File: config.mk
export PLATFORM = sky130hd
export DESIGN_NAME = spi_ram_burst
export DESIGN_NICKNAME = d
export VERILOG_FILES = /design/src/rtl/spi_ram_burst.sv
export SDC_FILE = /design/constraint.sdc
export NUM_CORES = 2
export LEC_CHECK = 0
export ABC_AREA = 0
export BUFFER_PORTS_ARGS = -buffer_cell sky130_fd_sc_hd__buf_4
export CAP_MARGIN = 20
export CORE_UTILIZATION = 55
export DETAILED_ROUTE_END_ITERATION = 12
export PLACE_DENSITY_LB_ADDON = 0.05
export SYNTH_ARGS = -nofsm -noshare
export SYNTH_HDL_FRONTEND = slang
export SYNTH_SLANG_ARGS = --single-unit
File: constraint.sdc
create_clock -name clk_i -period 3.43 [get_ports clk_i]
set_clock_uncertainty 0.1 [all_clocks]
set_input_delay 0.686 -clock clk_i [delete_from_list [all_inputs] [get_ports clk_i]]
set_output_delay 0.686 -clock clk_i [all_outputs]
set_load 0.1 [all_outputs]
File: src/rtl/spi_ram_burst.sv
// rtl/spi_ram_burst.sv - parametrised single-port RAM behind the SPI slave
// Burst pointers wrap at MEM_DEPTH; the read path is one or two registered stages.
module spi_ram_burst #(
    parameter int MEM_WIDTH  = 8,
    parameter int MEM_DEPTH  = 256,
    parameter int ADDR_SIZE  = 8,
    parameter int AUTO_INC   = 1,
    parameter int RD_LATENCY = 1
) (
    input  logic                 clk_i,
    input  logic                 rst_ni,
    input  logic                 rx_valid_i,
    input  logic [MEM_WIDTH+1:0] rx_data_i,
    output logic [MEM_WIDTH-1:0] dout_o,
    output logic                 tx_valid_o,
    output logic                 err_o
);

    typedef enum logic [1:0] {
        WR_ADDR = 2'b00,
        WR_DATA = 2'b01,
        RD_ADDR = 2'b10,
        RD_DATA = 2'b11
    } control_e;

    localparam logic [ADDR_SIZE:0]   DEPTH_EXT = (ADDR_SIZE+1)'(MEM_DEPTH);
    localparam logic [ADDR_SIZE-1:0] LAST_IDX  = ADDR_SIZE'(MEM_DEPTH - 1);

    control_e               ctrl;
    logic [MEM_WIDTH-1:0]   d_in;
    logic [ADDR_SIZE-1:0]   addr;
    logic                   addr_ok;
    logic                   wr_cmd;
    logic                   rd_cmd;

    logic [MEM_WIDTH-1:0]   mem [MEM_DEPTH];
    logic [ADDR_SIZE-1:0]   wr_ptr_q, wr_ptr_d;
    logic [ADDR_SIZE-1:0]   rd_ptr_q, rd_ptr_d;
    logic                   err_q, err_d;
    logic [MEM_WIDTH-1:0]   dout_q;
    logic                   tx_valid_q;

    logic [MEM_WIDTH-1:0]   rd_word;
    logic                   out_vld;
    logic [MEM_WIDTH-1:0]   out_data;

    assign ctrl    = control_e'(rx_data_i[MEM_WIDTH+1:MEM_WIDTH]);
    assign d_in    = rx_data_i[MEM_WIDTH-1:0];
    assign addr    = d_in[ADDR_SIZE-1:0];
    assign addr_ok = ({1'b0, addr} < DEPTH_EXT);
    assign wr_cmd  = rx_valid_i && (ctrl == WR_DATA);
    assign rd_cmd  = rx_valid_i && (ctrl == RD_DATA);

    function automatic logic [ADDR_SIZE-1:0] next_ptr(input logic [ADDR_SIZE-1:0] p);
        return (p == LAST_IDX) ? '0 : p + ADDR_SIZE'(1);
    endfunction

    always_comb begin
        wr_ptr_d = wr_ptr_q;
        rd_ptr_d = rd_ptr_q;
        err_d    = err_q;
        if (rx_valid_i) begin
            unique case (ctrl)
                WR_ADDR: begin
                    if (addr_ok) wr_ptr_d = addr;
                    else         err_d    = 1'b1;
                end
                RD_ADDR: begin
                    if (addr_ok) rd_ptr_d = addr;
                    else         err_d    = 1'b1;
                end
                WR_DATA: if (AUTO_INC != 0) wr_ptr_d = next_ptr(wr_ptr_q);
                RD_DATA: if (AUTO_INC != 0) rd_ptr_d = next_ptr(rd_ptr_q);
                default: ;
            endcase
        end
    end

    // Array is deliberately left out of reset so it maps onto plain RAM.
    always_ff @(posedge clk_i) begin
        if (wr_cmd) mem[wr_ptr_q] <= d_in;
    end

    assign rd_word = mem[rd_ptr_q];

    if (RD_LATENCY == 2) begin : g_lat2
        logic                 pipe_vld_q;
        logic [MEM_WIDTH-1:0] pipe_data_q;

        always_ff @(posedge clk_i or negedge rst_ni) begin
            if (!rst_ni) begin
                pipe_vld_q  <= 1'b0;
                pipe_data_q <= '0;
            end else begin
                pipe_vld_q <= rd_cmd;
                if (rd_cmd) pipe_data_q <= rd_word;
            end
        end

        assign out_vld  = pipe_vld_q;
        assign out_data = pipe_data_q;
    end else begin : g_lat1
        assign out_vld  = rd_cmd;
        assign out_data = rd_word;
    end

    always_ff @(posedge clk_i or negedge rst_ni) begin
        if (!rst_ni) begin
            wr_ptr_q   <= '0;
            rd_ptr_q   <= '0;
            err_q      <= 1'b0;
            dout_q     <= '0;
            tx_valid_q <= 1'b0;
        end else begin
            wr_ptr_q   <= wr_ptr_d;
            rd_ptr_q   <= rd_ptr_d;
            err_q      <= err_d;
            tx_valid_q <= out_vld;
            if (out_vld) dout_q <= out_data;
        end
    end

    assign dout_o     = dout_q;
    assign tx_valid_o = tx_valid_q;
    assign err_o      = err_q;

endmodule

[After elaboration in Yosys (flattened, before gate mapping)]
Memory sizes are Yosys's and may differ from the RTL's. A register that Yosys moved wholly into a read port is not among the register bits.
Cells that the tools add are included.
Word-level totals
  bits in registers: 17
  RAM bits: 2048
  bits of input ports: 13
  output and inout port bits: 10
  logic and storage cells: 25
  memories: 1
Memory list
  mem: words 256, width 8, rd ports 1, clocked after memory_dff 1, wr ports 1, RTL line 36  | logic [MEM_WIDTH-1:0] mem [MEM_DEPTH];
Operators by class
  add/sub/neg operators: 2
  eq/ne operators: 5
  multiplexer cells: 6
  reductions and logical operators: 8
Operators by type and width (number)
  8-bit case mux with 2 select lines: 2
  8-bit by 1-bit adder with 8-bit output, second input constant: 2
  8-bit == test, second input constant: 2
  8-bit 2-to-1 mux: 2
  2-bit == test, second input constant: 2
  2-bit AND reduction: 2
  2-bit nonzero test: 2
  2-bit by 1-bit == test with 1-bit output, second input constant: 1
  1-bit logical AND: 2
  2-bit zero test: 1
  1-bit 2-to-1 mux: 2
  1-bit zero test: 1

[Logic depth before layout (Yosys ltp)]
  word-level depth: 4
  mapped depth: 11
  depth with buffers taken out: 6

[Worst setup path before layout]
Ideal clock, no wire load.
  path kind: register -> register
  from: reg wr_ptr_q[7]
  to: mem mem[191][0] (enable)
  library setup time: 0.395 ns
  arrival time: 1.891 ns
  required time: 2.935 ns
  path slack: 1.045 ns
  cell stages (with the launch flop): 5
  buffers on the path: 1
  clock period less this slack: 2.385 ns
  cell sequence: dfrtp_1 > clkbuf_1 > nor2b_1 > nand3_1 > nor4_1
RTL lines
  from (decl): RTL line 37  | logic [ADDR_SIZE-1:0] wr_ptr_q, wr_ptr_d;
  from (signal assigned): RTL line 115  | wr_ptr_q <= wr_ptr_d;
  to (decl): RTL line 36
No word-level cell before the write port.

==> flow_metrics.tcl <==
set metrics [dict create \
    ys_async_sr_fraction_pct 1.21 \
    grt_pass1_vias 41294 \
    cp.arrival_ns 3.90 \
    numPortBuffers 21 \
    met3_usage_pct 4.94 \
    endpoint "dout_o[1]" \
    ys_warn_count 0 \
    intPower_mw 43.4 \
    grt_max_degree 111 \
    dp_hpwl_mm 133 \
    crit_type "flip-flop to flip-flop" \
    synth_seq_cells 2073 \
    p_clk_share_pct 37.9 \
    grt_pass1_wl_mm 296 \
    rsz0062_at_grt "no" \
    reg2regPathDepth 10 \
    top_usage_layer "met2" \
    path_max_fanout 32 \
    avgSynthCellArea_um2 20.0 \
    r2r_slack_ns 0.14 \
    r2r_start "rd_ptr_q[0]" \
    startpoint_type "flip-flop" \
    switching_share_pct 24.4 \
    numCtsBuffers 206 \
    use_met2_pct 43.1 \
    hold_class "input pin to flip-flop" \
    die_x_um 386 \
    p_switching_mw 14.0 \
    viasPerCell 6.34 \
    antenna_found_initial 7 \
    placedCellCount 6244 \
    die_area_um2 149000 \
    core_um2 146000 \
    dr.pass1.iters 6 \
    h-tree-depth 4 \
    ys_types 58 \
    hold_viol_final 0 \
    drt_first_iter_violations 4906 \
    die_h_um 386 \
    root_buffer "clkbuf_16" \
    drive_gt1_share_pct 26.3 \
    synth_edf_count 2048 \
    finalSetupTns_ns 0 \
    yosysTopAreaCell "edfxtp_1" \
    gp_congestion 0.889 \
    period_minus_slack_ns 3.29 \
    p_leak_nw 30.4 \
    powerDensity_nw_per_um2 616 \
    yosys-top-cells-count "edfxtp_1, mux4_2, mux2i_1, nor2_1, a22oi_1" \
    final_cell_area_um2 93300 \
    final_cells 6623 \
    layout.nets 4555 \
    drt_wl_total_mm 206 \
    clock_sinks 2073 \
    setup_viol 0 \
    relSlewSlack_pct 28.9 \
    netlist_top_cells_area "edfxtp_1, mux4_2, mux2i_1" \
    post-route-drc-count 0 \
    placed_cell_area_um2 86700 \
    groute.usage.overall_pct 28.1 \
    critPathRequiredTime_ns 4.04 \
    syn_area_um2 81200 \
    drv_slew 0 \
    rows 140 \
    max_freq_ghz 0.304 \
    synth_seq_area_share_pct 76.5 \
    cts_tree "done" \
    initial_core_util_pct 55.6 \
    period_share_pct 96.0 \
    p_seq_share_pct 49.1 \
    crit_start "rd_ptr_q[0]" \
    netlist.area_leader.share_pct 75.7 \
    area_growth_pct 14.8 \
    num_vias 42004 \
    yosysMostFrequentCell "edfxtp_1" \
    outcome "completed" \
    clk_pin_slew_ns 0.06 \
    cts_buffer_depth 3 \
    worstSkewPairLatency_ns 0.81 \
    ir_drop_mv 0.653 \
    wl_per_cell_um 31.2 \
    p_comb_share_pct 13.1 \
    io_pins 23 \
    tightest_slew_ns 1.06 \
    drtAntennaViolNets 0 \
    crit_path_end_kind "flip-flop" \
    ys_dominant_reg_cell "edfxtp_1" \
    cap_viol_max_count 0 \
    syn_nets 4070 \
    post_cts_buffers 0 \
    netlist_instances 4052 \
    overflow 0 \
    grtUsageMet1_pct 42.3 \
    r2r-end "dout_o[1]" \
]
[stage by stage]
stage	hold slack, ns	power (mW)	utilization [%]	setup WS [ns]
2_1_floorplan	0.290	33.2	-	1.04
3_3_place_gp	0.468	36.2	59.4	0.113
3_5_place_dp	0.472	36.2	59.4	0.0251
4_1_cts	0.0875	57.7	63.8	0.154
5_1_grt	0.143	59.1	63.8	0.0636
6_report	0.173	57.5	63.8	0.136
[flip-flops by register name, indices dropped and copies added, names as in the netlist]
signal / count
dout_o: 8
tx_valid_o: 1
wr_ptr_q: 8
mem: 2048
rd_ptr_q: 8
[layout make-up]
type / count / area (um2)
tap: 1917 / 2400
clock buffer: 264 / 5530
clock inverter: 112 / 968
timing repair buffer: 523 / 4570
fill: 10106 / 52800
inverter: 8 / 31.3
antenna: 1 / 2.50
sequential: 2073 / 62100
multi-input combinational: 1725 / 17600
[worst min path at each step]
stage | end | cells after the start | startpoint
floorplan | dout_o[0] | 0 | rst_ni
global placement | wr_ptr_q[3] | 2 | wr_ptr_q[3]
detailed placement | wr_ptr_q[3] | 2 | wr_ptr_q[3]
CTS | wr_ptr_q[2] | 2 | rx_data_i[8]
global route | mem[59][0] | 1 | rx_data_i[0]
finish | wr_ptr_q[2] | 2 | rx_data_i[8]
[what timing repair did]
action | CTS | global route
hold buffers | 1 | 0
endpoints found under the setup margin | 1 | 0
resized for setup | 1 | 0
endpoints found under the hold margin | 25 | 0
[power groups by stage]
stage	registers, mW	logic, mW	clock network [mW]
floorplan	28.8	4.42	0
global placement	28.7	7.47	0
detailed placement	28.7	7.50	0
CTS	28.2	7.51	22.1
global route	28.2	7.85	23.0
finish	28.2	7.50	21.8
[per-layer routing]
| metal | wire length [um] | part of all wire (%) |
|---|---|---|
| met5 | 41 | 0.020 |
| met4 | 4090 | 2.0 |
| met3 | 17000 | 8.2 |
| met2 | 97600 | 47 |
| met1 | 87600 | 42 |
[cell usage in the layout, fill, tap and decap left out, types with 15 or more instances in the layout]
cell type,instances
buf_4,466
a21oi_1,27
nor3_1,19
a22oi_1,134
mux2i_1,353
dfrtp_1,21
nor2_1,283
nand2_1,84
a211oi_1,15
nand2_2,16
clkbuf_16,210
bufinv_16,16
and2_1,35
clkbuf_1,47
nand3_1,27
clkinv_2,28
edfxtp_1,2048
o21ai_0,25
buf_12,47
mux2_2,35
clkinv_1,55
mux4_2,359
o22ai_1,93
o221ai_1,32
and3_1,20
a31oi_1,42
nand4_1,34
[critical path, stage by stage, from the launching register on]
cell and delay (ns):
dfrtp_4 0.65, buf_12 0.29, buf_4 0.34, mux2i_1 0.11, o221ai_1 0.41, o22ai_1 0.24
a22oi_1 0.34, buf_4 0.18, nand4_1 0.16, buf_4 0.22, o311ai_1 0.07
[logic make-up after synthesis]
| kind of cell | Yosys count | synth area share, % |
|---|---|---|
| compound gates | 414 | 3.57 |
| fa+ha+maj | 5 | 0.0770 |
| buf+inv | 254 | 1.89 |
| flops | 2073 | 76.5 |
| mux | 747 | 14.8 |
| other cells | 1 | 0.00462 |
| simple gates | 558 | 3.16 |
(Power assumes the default switching activity.)
